**config.mk**
```make
export PLATFORM = sky130hd
export DESIGN_NAME = llr_fg_pipe_flat
export DESIGN_NICKNAME = d
export VERILOG_FILES = /design/src/rtl/llr_fg_pipe_pkg.sv /design/src/rtl/llr_fg_pipe_if.sv /design/src/rtl/llr_fg_core.sv /design/src/rtl/llr_fg_pipe.sv /design/src/flat_wrapper.sv
export SDC_FILE = /design/constraint.sdc
export NUM_CORES = 1
export LEC_CHECK = 0
export CAP_MARGIN = 20
export CORE_MARGIN = 2
export CORE_UTILIZATION = 40
export DETAILED_ROUTE_END_ITERATION = 10
export HOLD_SLACK_MARGIN = 0.05
export MAX_ROUTING_LAYER = met4
export PLACE_DENSITY = 0.57
export SLEW_MARGIN = 10
export SYNTH_ARGS = -nofsm -noshare
export SYNTH_HDL_FRONTEND = slang
export SYNTH_SLANG_ARGS = --single-unit
```
**constraint.sdc**
```tcl
create_clock -name clk -period 16 [get_ports clk]
set_input_delay 4.8 -clock clk [delete_from_list [all_inputs] [get_ports clk]]
set_output_delay 4.8 -clock clk [all_outputs]
set_load 0.005 [all_outputs]
```
**src/rtl/llr_fg_pipe_pkg.sv**
```systemverilog
// llr_pkg: shared definitions for the LLR f/g processing element.
//   LLR_W / LEN_W_D : default LLR width and pair-count width
//   MODE_F / MODE_G : command mode encoding
//   state_t         : sequencer states
//   llr_sat_hi()    : largest symmetric LLR magnitude for a given width
//   llr_sum_w()     : width the g sum is carried at between pipe stages
// Optional feature macro: LLR_G_SAT_EN (g results clamp instead of wrap).
package llr_pkg;

    localparam int LLR_W   = 21;
    localparam int LEN_W_D = 10;

    localparam logic MODE_F = 1'b0;
    localparam logic MODE_G = 1'b1;

    typedef enum logic [1:0] {
        IDLE  = 2'd0,
        RUN   = 2'd1,
        DRAIN = 2'd2,
        DONE  = 2'd3
    } state_t;

    // Symmetric limit: the most negative code is never produced.
    function automatic longint llr_sat_hi(input int w);
        return (longint'(1) << (w - 1)) - 1;
    endfunction

    // With clamping the sum needs its carry bit to detect overflow; when
    // wrapping, the carry would be discarded anyway, so it is never kept.
    function automatic int llr_sum_w(input int w);
`ifdef LLR_G_SAT_EN
        return w + 1;
`else
        return w;
`endif
    endfunction

endpackage

```
**src/rtl/llr_fg_pipe_if.sv**
```systemverilog
// llr_fg_pipe_if: command, input-stream and output-stream signals of the
// LLR f/g element.
//   start/mode/len   : command (sampled only while idle)
//   in_*             : LLR pair stream (valid/ready)
//   out_*            : result stream (valid/ready), out_last on final result
//   busy/done        : status
// slave modport = processing element, master modport = its driver.
interface llr_fg_pipe_if
    import llr_pkg::*;
#(
    parameter int W     = LLR_W,
    parameter int LEN_W = LEN_W_D
);
    logic                start;
    logic                mode;
    logic [LEN_W-1:0]    len;
    logic                in_valid;
    logic                in_ready;
    logic signed [W-1:0] in_a;
    logic signed [W-1:0] in_b;
    logic                in_u;
    logic                out_valid;
    logic                out_ready;
    logic signed [W-1:0] out_llr;
    logic                out_last;
    logic                busy;
    logic                done;

    modport slave (
        input  start, mode, len, in_valid, in_a, in_b, in_u, out_ready,
        output in_ready, out_valid, out_llr, out_last, busy, done
    );

    modport master (
        output start, mode, len, in_valid, in_a, in_b, in_u, out_ready,
        input  in_ready, out_valid, out_llr, out_last, busy, done
    );
endinterface

```
**src/rtl/llr_fg_core.sv**
```systemverilog
// llr_fg_core: combinational f/g arithmetic, split at the pipeline cut.
//   first half  (a, b, u -> s1_*): |a|,|b| with saturation, min, sign XOR,
//                                  b+a / b-a
//   second half (s2_* -> s2_res) : f sign apply, g reduce to W bits
// Optional feature macro: LLR_G_SAT_EN (clamp g to +/-(2^(W-1)-1));
// otherwise g wraps to W bits.
module llr_fg_core
    import llr_pkg::*;
#(
    parameter int W = LLR_W
) (
    input  logic signed [W-1:0]              a,
    input  logic signed [W-1:0]              b,
    input  logic                             u,
    output logic [W-2:0]                     s1_mag,
    output logic                             s1_neg,
    output logic signed [llr_sum_w(W)-1:0]   s1_sum,
    input  logic                             mode,
    input  logic [W-2:0]                     s2_mag,
    input  logic                             s2_neg,
    input  logic signed [llr_sum_w(W)-1:0]   s2_sum,
    output logic signed [W-1:0]              s2_res
);
    localparam int SUM_W = llr_sum_w(W);
`ifdef LLR_G_SAT_EN
    localparam logic signed [SUM_W-1:0] SAT_HI = SUM_W'(llr_sat_hi(W));
    localparam logic signed [SUM_W-1:0] SAT_LO = -SAT_HI;
`endif

    logic [W-2:0]        abs_a;
    logic [W-2:0]        abs_b;
    logic signed [W-1:0] mag_s;
    logic signed [W-1:0] f_val;
    logic signed [W-1:0] g_val;

    // Magnitude kept at W-1 bits: the most negative code has no positive
    // twin, so it maps to the all-ones magnitude instead of overflowing.
    always_comb begin
        abs_a = a[W-2:0];
        abs_b = b[W-2:0];
        if (a[W-1]) abs_a = (a[W-2:0] == '0) ? '1 : (~a[W-2:0] + 1'b1);
        if (b[W-1]) abs_b = (b[W-2:0] == '0) ? '1 : (~b[W-2:0] + 1'b1);
        // A zero operand gives a zero minimum, so f of zero is zero
        // regardless of the sign bit.
        s1_mag = (abs_a < abs_b) ? abs_a : abs_b;
        s1_neg = a[W-1] ^ b[W-1];
        s1_sum = u ? (SUM_W'(b) - SUM_W'(a)) : (SUM_W'(b) + SUM_W'(a));
    end

    always_comb begin
        mag_s = {1'b0, s2_mag};
        f_val = s2_neg ? -mag_s : mag_s;
`ifdef LLR_G_SAT_EN
        if (s2_sum > SAT_HI)      g_val = SAT_HI[W-1:0];
        else if (s2_sum < SAT_LO) g_val = SAT_LO[W-1:0];
        else                      g_val = s2_sum[W-1:0];
`else
        g_val = s2_sum;
`endif
        case (mode)
            MODE_F:  s2_res = f_val;
            MODE_G:  s2_res = g_val;
            default: s2_res = '0;
        endcase
    end
endmodule

```
**src/rtl/llr_fg_pipe.sv**
```systemverilog
// llr_fg_pipe: sequenced two-stage LLR f/g processing element.
//   clk, rst  : clock, synchronous active-high reset
//   bus       : llr_fg_pipe_if.slave (command, pair stream, result stream,
//               busy/done)
// A command (mode, len) is taken while idle; len pairs are then consumed and
// len results produced in order, the last flagged with out_last, followed by
// a one-cycle done pulse.
// Optional feature macro: LLR_G_SAT_EN (see llr_fg_core).
//
// state | meaning
// IDLE  | waiting for start
// RUN   | accepting pairs until len have been taken
// DRAIN | waiting for the len-th result to be handed off
// DONE  | done pulse, back to IDLE
module llr_fg_pipe
    import llr_pkg::*;
#(
    parameter int W     = LLR_W,
    parameter int LEN_W = LEN_W_D
) (
    input  logic            clk,
    input  logic            rst,
    llr_fg_pipe_if.slave    bus
);
    localparam int SUM_W = llr_sum_w(W);
    localparam logic [LEN_W-1:0] LEN_ONE = {{(LEN_W-1){1'b0}}, 1'b1};

    state_t               state_q, state_d;
    logic                 mode_q;
    logic [LEN_W-1:0]     len_q, len_m1;
    logic [LEN_W-1:0]     in_cnt, out_cnt;
    logic                 pe, acc, out_hs, in_ready;

    logic                 s1_valid, s1_last, s1_neg;
    logic [W-2:0]         s1_mag;
    logic signed [SUM_W-1:0] s1_sum;
    logic [W-2:0]         c_mag;
    logic                 c_neg;
    logic signed [SUM_W-1:0] c_sum;
    logic signed [W-1:0]  c_res;

    logic                 out_valid_q, out_last_q;
    logic signed [W-1:0]  out_llr_q;

    llr_fg_core #(.W(W)) u_core (
        .a      (bus.in_a),
        .b      (bus.in_b),
        .u      (bus.in_u),
        .s1_mag (c_mag),
        .s1_neg (c_neg),
        .s1_sum (c_sum),
        .mode   (mode_q),
        .s2_mag (s1_mag),
        .s2_neg (s1_neg),
        .s2_sum (s1_sum),
        .s2_res (c_res)
    );

    assign len_m1   = len_q - LEN_ONE;
    assign pe       = !out_valid_q || bus.out_ready;
    assign in_ready = (state_q == RUN) && (in_cnt < len_q) && pe;
    assign acc      = bus.in_valid && in_ready;
    assign out_hs   = out_valid_q && bus.out_ready;

    assign bus.in_ready  = in_ready;
    assign bus.out_valid = out_valid_q;
    assign bus.out_llr   = out_llr_q;
    assign bus.out_last  = out_last_q;
    assign bus.busy      = (state_q != IDLE);
    assign bus.done      = (state_q == DONE);

    always_ff @(posedge clk) begin
        if (rst) state_q <= IDLE;
        else     state_q <= state_d;
    end

    always_comb begin
        state_d = state_q;
        case (state_q)
            IDLE:    if (bus.start) state_d = (bus.len == '0) ? DONE : RUN;
            RUN:     if (acc && (in_cnt == len_m1)) state_d = DRAIN;
            DRAIN:   if (out_hs && (out_cnt == len_m1)) state_d = DONE;
            DONE:    state_d = IDLE;
            default: state_d = IDLE;
        endcase
    end

    always_ff @(posedge clk) begin
        if (rst) begin
            mode_q  <= MODE_F;
            len_q   <= '0;
            in_cnt  <= '0;
            out_cnt <= '0;
        end else if ((state_q == IDLE) && bus.start) begin
            mode_q  <= bus.mode;
            len_q   <= bus.len;
            in_cnt  <= '0;
            out_cnt <= '0;
        end else begin
            if (acc)    in_cnt  <= in_cnt + LEN_ONE;
            if (out_hs) out_cnt <= out_cnt + LEN_ONE;
        end
    end

    // Both stages move together; a stalled output freezes the whole pipe.
    always_ff @(posedge clk) begin
        if (rst) begin
            s1_valid    <= 1'b0;
            s1_last     <= 1'b0;
            s1_mag      <= '0;
            s1_neg      <= 1'b0;
            s1_sum      <= '0;
            out_valid_q <= 1'b0;
            out_llr_q   <= '0;
            out_last_q  <= 1'b0;
        end else if (pe) begin
            s1_valid <= acc;
            if (acc) begin
                s1_mag  <= c_mag;
                s1_neg  <= c_neg;
                s1_sum  <= c_sum;
                s1_last <= (in_cnt == len_m1);
            end
            out_valid_q <= s1_valid;
            out_last_q  <= s1_valid && s1_last;
            if (s1_valid) out_llr_q <= c_res;
        end
    end
endmodule

```
**src/flat_wrapper.sv**
```systemverilog
// flat-port wrapper written by rule: the top's interface ports become plain ports
module llr_fg_pipe_flat import llr_pkg::*;
#(
    parameter int W     = LLR_W,
    parameter int LEN_W = LEN_W_D
)
  (clk, rst, bus_start, bus_mode, bus_len, bus_in_valid, bus_in_a, bus_in_b, bus_in_u, bus_out_ready, bus_in_ready, bus_out_valid, bus_out_llr, bus_out_last, bus_busy, bus_done);
  llr_fg_pipe_if #(.W(W), .LEN_W(LEN_W)) bus_i ();
  input  logic clk;
  input  logic rst;
  input wire logic [$bits(bus_i.start)-1:0] bus_start;
  input wire logic [$bits(bus_i.mode)-1:0] bus_mode;
  input wire logic [$bits(bus_i.len)-1:0] bus_len;
  input wire logic [$bits(bus_i.in_valid)-1:0] bus_in_valid;
  input wire logic [$bits(bus_i.in_a)-1:0] bus_in_a;
  input wire logic [$bits(bus_i.in_b)-1:0] bus_in_b;
  input wire logic [$bits(bus_i.in_u)-1:0] bus_in_u;
  input wire logic [$bits(bus_i.out_ready)-1:0] bus_out_ready;
  output wire logic [$bits(bus_i.in_ready)-1:0] bus_in_ready;
  output wire logic [$bits(bus_i.out_valid)-1:0] bus_out_valid;
  output wire logic [$bits(bus_i.out_llr)-1:0] bus_out_llr;
  output wire logic [$bits(bus_i.out_last)-1:0] bus_out_last;
  output wire logic [$bits(bus_i.busy)-1:0] bus_busy;
  output wire logic [$bits(bus_i.done)-1:0] bus_done;
  assign bus_i.start = bus_start;
  assign bus_i.mode = bus_mode;
  assign bus_i.len = bus_len;
  assign bus_i.in_valid = bus_in_valid;
  assign bus_i.in_a = bus_in_a;
  assign bus_i.in_b = bus_in_b;
  assign bus_i.in_u = bus_in_u;
  assign bus_i.out_ready = bus_out_ready;
  assign bus_in_ready = bus_i.in_ready;
  assign bus_out_valid = bus_i.out_valid;
  assign bus_out_llr = bus_i.out_llr;
  assign bus_out_last = bus_i.out_last;
  assign bus_busy = bus_i.busy;
  assign bus_done = bus_i.done;
  llr_fg_pipe #(.W(W), .LEN_W(LEN_W)) u_core (.clk(clk), .rst(rst), .bus(bus_i));
endmodule
```
==> run summary <==
largest net degree at the start of global routing = 58
Seq pwr share = 33.3%
synth unique cells = 66
status = complete, no violations
WP buf/inv = 2
critical path arrival = 6550 ps
post-route ant nets = 0
Post-Synthesis Cells = 1100
yosys warns = 0
wire length of the first global-routing pass = 39000 um
largest family of logic cells by synthesized area = simple AND/OR/NAND/NOR gates
GP Congestion = 0.919
RSZ-0062 raised after global routing = no
Slew Limit Fails = 0
worst-margin pin slew = 893 ps
Syn Area/Cell = 7.44 sq um
Mapped Nets = 1220
fillcell total = 2086
PostCTS Resize Cnt = 0
Layout Skew = 9.56 ps
Synth Area in Adders = 9.42%
Root Buffer Master = clkbuf_16
IO Count = 85
hold buffer count at CTS = 0
CP endpoint kind = primary output
Max clock buf depth = 2
Post-Syn Area = 8180 sq um
fmax = 88.1 MHz
CTS tree = done
final hold vios = 0
H-tree depth = 3
clock net sink count = 100
vias in the first global route = 7148
final setup TNS = 0 ps
post-synthesis simple-gate area fraction = 27.8%
clock power share = 24.7%
share of cells above drive strength 1 = 5.13%
Rel. slew slack = 40.3%
Starting DRT DRC Count = 606
Final setup viols = 0
Period minus WS final = 11350 ps
switching power = 0.358 mW
peak supply drop = 55.1 uV
Die H = 147 um
CTS Buf Count = 9
static leakage = 3.48 nW
design area = 9500 sq um
Setup Buffers After CTS = 0
final WL = 24200 um
P per Cell Area = 97.5 nW/um^2
most used cell, CP = clkdlybuf4s50_1
number of synthesized flops with an enable pin = 0
Die Span X = 147 um
Crit Path Class = primary input to primary output
mux contribution to synthesized area = 0.994%
clk slew on worst S/H paths = 60 ps
WP data required = 11200 ps
critical path's largest stage delay = 510 ps
DRT Pass-1 Iters = 5
initial antenna violation count = 0
die area = 21600 sq um
Seq/Total Area, Yosys = 24.5%
Sw Ratio = 38.7%
Area growth syn-to-layout = 16.1%
commonest register cell after synthesis = dfxtp_1
crit-path leading delay family = buffers and inverters
most common cell after layout, fill and taps aside = nand2_1
most frequent cells in the layout = nand2_1, dfxtp_1, nor2_1
placed cell area = 9190 sq um
later-pin clock latency in the skew report = 350 ps
startpoint class of the critical path = primary input
Async S/R FF share, synth = 0%
Synth Area in Compound Gates = 21.9%
Max-Cap Viols = 0
register bit total from synthesis = 100
Min Hold Slack = 452 ps
ANT cells = 0
Final Cycle Share = 70.9%
combinational power share = 42.1%
Crit-path slowest cell = clkdlybuf4s50_1
Cell Chain, Critical Path = clkdlybuf4s50_1 > nor2b_1 > nor3b_1 > o211a_1 > clkdlybuf4s50_1
# rows = 52
total global routing overflow = 0
drt drc = 0
Final #Nets = 1265
GR Util All Layers = 23.1%
post-synthesis xor/xnor area fraction = 11.1%
Vias = 7889
detailed placement HPWL = 19100 um
worst hold-check path type = flip-flop to flip-flop
vias per std cell = 5.56
cell-internal power = 0.568 mW
Initial Util = 40.6%
Core Region = 20200 sq um
worst-path fanout max = 4
WL/cell = 17.0 um
PortBufs = 84
==> worst min-delay path, cell delays in order (launching register included) <==
cell     delay (ps)
dfxtp_1         310
nand2_1          50
a21oi_1          50
==> cell families (layout without fill, tap and decap cells) <==
kind of cell,Yosys count,count (layout)
and+or+nand+nor,464,464
AOI/OAI and AO/OA,274,274
xor gates and xnor gates,104,104
DFF,100,100
buffers and inverters,89,139
adders and majority gates,61,61
muxes,8,8
==> routing by layer <==
metal / GRT usage (%) / wire length [um] / vias to the layer above
met5: - / 0 / -
met3: 2.61 / 1350 / 13
met2: 32.9 / 10000 / 220
met4: 5.38 / 261 / 0
li1: - / - / 4009
met1: 34.9 / 12500 / 3647
==> registers in the layout, summed over array words and instances (netlist names), 2 cells and up <==
signal and cells:
u_core.bus.out_llr 21, u_core.len_q 10, u_core.s1_mag 20, u_core.state_q 2, u_core.s1_sum 21, u_core.in_cnt 10, u_core.out_cnt 10
==> final timing paths <==
| path | start | to | slack [ps] | cells after the start |
|---|---|---|---|---|
| worst min register to register | u_core.s1_sum[15] | u_core.s1_sum[15] | 450 | 2 |
| worst max-delay path | bus_out_ready | bus_in_ready | 4650 | 5 |
| worst min-delay path | u_core.s1_sum[15] | u_core.s1_sum[15] | 450 | 2 |
| worst max register to register | u_core.len_q[0] | u_core.state_q[1] | 12890 | 10 |
==> per-stage QoR <==
stage                     setup slack (ps)  power, mW  utilization (%)  cells
final                                 4650      0.926             47.1   1420
after CTS                             4660      0.930             47.1   1420
after global routing                  4570      0.991             47.1   1420
after floorplan                       5970      0.581                -   1100
after global placement                4700      0.697             45.5   1404
after detailed placement              4680      0.700             45.5   1404
==> cell usage after synthesis (8+ instances only) <==
cell type / number / area [sq um]
nand2_1: 174 / 653
dfxtp_1: 100 / 2000
nor2_1: 94 / 353
a21oi_1: 82 / 410
o21ai_0: 76 / 380
xnor2_1: 62 / 543
ha_1: 60 / 751
clkbuf_1: 45 / 169
xor2_1: 42 / 368
inv_1: 33 / 124
nor3_1: 23 / 115
nand3_1: 22 / 110
nor4_1: 18 / 113
or2_2: 16 / 100
and3_1: 15 / 93.8
nor2b_1: 15 / 93.8
nand4_1: 14 / 87.6
or3_1: 13 / 81.3
nor3b_1: 11 / 82.6
a211oi_1: 10 / 75.1
nand3b_1: 10 / 75.1
a21o_1: 9 / 67.6
nand2b_1: 9 / 56.3
o21a_1: 9 / 67.6
o311ai_0: 8 / 70.1
or4_1: 8 / 60.1
==> area by class of cell <==
class,instances,area [sq um],area share (%)
sequential,100,2000,21.1
multi-input combinational,911,5840,61.5
inverter,33,124,1.30
timing repair buffer,90,881,9.27
clock inverter,3,43.8,0.461
clock buffer,13,270,2.84
tap,270,338,3.56
==> power groups by stage <==
stage | clock network, mW | registers, mW | logic (mW)
2_1_floorplan | 0 | 0.298 | 0.283
6_report | 0.229 | 0.308 | 0.390
3_5_place_dp | 0 | 0.313 | 0.386
4_1_cts | 0.234 | 0.308 | 0.389
3_3_place_gp | 0 | 0.313 | 0.384
5_1_grt | 0.243 | 0.312 | 0.436
(Power assumes the default switching activity.)
==> variant (same flow settings) <==
Add a define of `LLR_G_SAT_EN`.
--- a/src/rtl/llr_fg_pipe_pkg.sv
+++ b/src/rtl/llr_fg_pipe_pkg.sv
@@ -5,6 +5,8 @@
 //   llr_sat_hi()    : largest symmetric LLR magnitude for a given width
 //   llr_sum_w()     : width the g sum is carried at between pipe stages
 // Optional feature macro: LLR_G_SAT_EN (g results clamp instead of wrap).
+`define LLR_G_SAT_EN
+
 package llr_pkg;
 
     localparam int LLR_W   = 21;
Formal check against the unedited RTL: not equivalent (Yosys sat finds a counterexample within 4 cycles, from zero or initial values and one cycle with rst high).
==> variant against the original RTL <==
- sequential share of layout area is essentially flat
- total power is 2.9% higher
- critical path depth unchanged
- routed wire length rose by 6.5%
- setup slack worse by 0.053 ns
- synthesized area is 2.5% higher
- sequential cell count grew 1
- final area is 1.1% higher
- count of clock-buffer cells in the layout down 4
- clock skew is 0.0037 ns higher
- critical endpoint unchanged
- largest cell class unchanged
==> variant: results (changes against the original RTL) <==
Outcome
  • Result of the run: finished, final reports clean

Global route
  • Global routing met2 resource utilization: 35.1% (+2.3 points)
  • Antenna violations before repair: 1 (+1)
  • Wire length of the first global-routing pass: 41.1 mm (+5.2%)
  • Via count of the first global-routing pass: 7359 (+3.0%)
  • Fraction of met3 tracks used by global routing: 2.97% (+0.36 points)
  • Maximum number of pins on one net before global-route repair: 61 (+5.2%)
  • Global routing usage summed across all routing layers: 24.3% (+1.1 points)
  • Met1 Track Usage GR: 34.7% (-0.26 points)

Placed design
  • IO buf count: 84 (unchanged)
  • Worst setup timing slack at the placement stage: 4.57 ns (-0.111 ns)
  • Weighted congestion at the end of routability-driven global placement: 0.967 (+5.3%)
  • Final HPWL from detailed placement: 20.2 mm (+5.7%)

Logic synthesis
  • Part of the Yosys area used for sequential elements: 24.1% (-0.36 points)
  • Most used standard cells in the synthesized netlist: nor2_1 (102), dfxtp_1 (101), nand2_1 (98)
  • Synthesized Nets: 1220 (unchanged)
  • Area contributors post-synth: dfxtp_1 (24%), ha_1 (9.1%), xnor2_1 (7.3%)
  • Syn. warnings: 0 (unchanged)
  • Asr flop ratio synth: 0% (unchanged)
  • Number of different library cells in the post-synthesis netlist: 82 (+24%)

Power and ir drop
  • Portion of total power attributed to combinational logic: 42.3% (+0.2 points)
  • Leak Pwr: 3.61 nW (+3.5%)
  • Fraction of power consumed by sequential logic: 34.2% (+0.9 points)
  • Worst VDD drop: 0.0479 mV (-13%)
  • Net switching power: 0.374 mW (+4.3%)

Worst setup path
  • R2R Path Start: u_core.len_q[2]$_SDFFE_PP0P_
  • Arr. time, crit path: 6.60 ns (+0.05 ns)
  • Register-to-Register Setup Slack: 12.58 ns (-0.31 ns)
  • Endpoint of the most critical setup path: bus_in_ready
  • Delay of the slowest critical-path stage: 0.56 ns (+0.05 ns)
  • End of the worst register-to-register path: u_core.s1_mag[8]$_SDFFE_PP0P_

STA
  • Fin Clk Skew: 0.0133 ns (+0.00373 ns)
  • Maximum clock frequency: 87.7 MHz (-0.47%)
  • Worst Max-Slew Pin Slew: 1.03 ns (+0.136 ns)

CTS
  • Maximum root-to-sink buffer count: 2 (unchanged)
  • Clock transition time at the flip-flop clock pins of the worst setup and hold paths: 0.07 ns
  • H-tree levels: 3 (unchanged)

Drt
  • Count of TritonRoute iterations in the first routing pass: 5 (unchanged)
  • Post-route met1 wirelength: 12.7 mm (+1.2%)
  • Initial detailed-routing violation count: 549 (-9.4%)
  • WL/cell: 18.2 um (+7.2%)
  • Wire length on met2: 10.9 mm (+8.5%)
  • Vias after detailed routing: 8057 (+2.1%)
  • Detail Route met3 WL: 1.40 mm (+3.7%)

Min path
  • Endpoint of the worst hold-timing path: u_core.s1_last$_SDFFE_PP0P_
  • Min-Delay Startpoint: u_core.s1_last$_SDFFE_PP0P_

Finish
  • Number of inserted filler cells in the final layout: 2148 (+3.0%)
  • Biggest register: u_core.s1_sum
  • Fraction of layout instances using a drive strength above 1: 4.56% (-0.57 points)
  • Number of nets in the final layout: 1256 (-0.71%)
  • Max FFs per register: 22
[variant: logic make-up after synthesis]
| kind of cell | synth area share [%] |
|---|---|
| AND/OR/NAND/NOR | 24.1 |
| flip-flops | 24.1 |
| XOR/XNOR | 10.7 |
| AO/OA/AOI/OAI | 25.8 |
| buffers and inverters | 5.21 |
| multiplexers | 0.746 |
| adder cells (fa/ha/maj) | 9.34 |
[variant: final cells by class]
class                      instances  area [um2]  area share (%)
clock inverter                     7        80.1           0.834
antenna                            1        2.50          0.0260
timing repair buffer              91         888            9.25
clock buffer                       9         225            2.34
tap                              270         338            3.52
inverter                          32         120            1.25
sequential                       101        2020            21.0
multi-input combinational        900        5930            61.7
[variant: through the flow]
stage	area (um2)	power [mW]	hold WS, ns	std cells
final	9610	0.953	0.463	1411
after global routing	9610	1.02	0.494	1411
after CTS	9600	0.957	0.467	1410
after detailed placement	9300	0.729	0.456	1394
after global placement	9300	0.727	0.446	1394
after floorplan	8390	0.607	0.437	1099
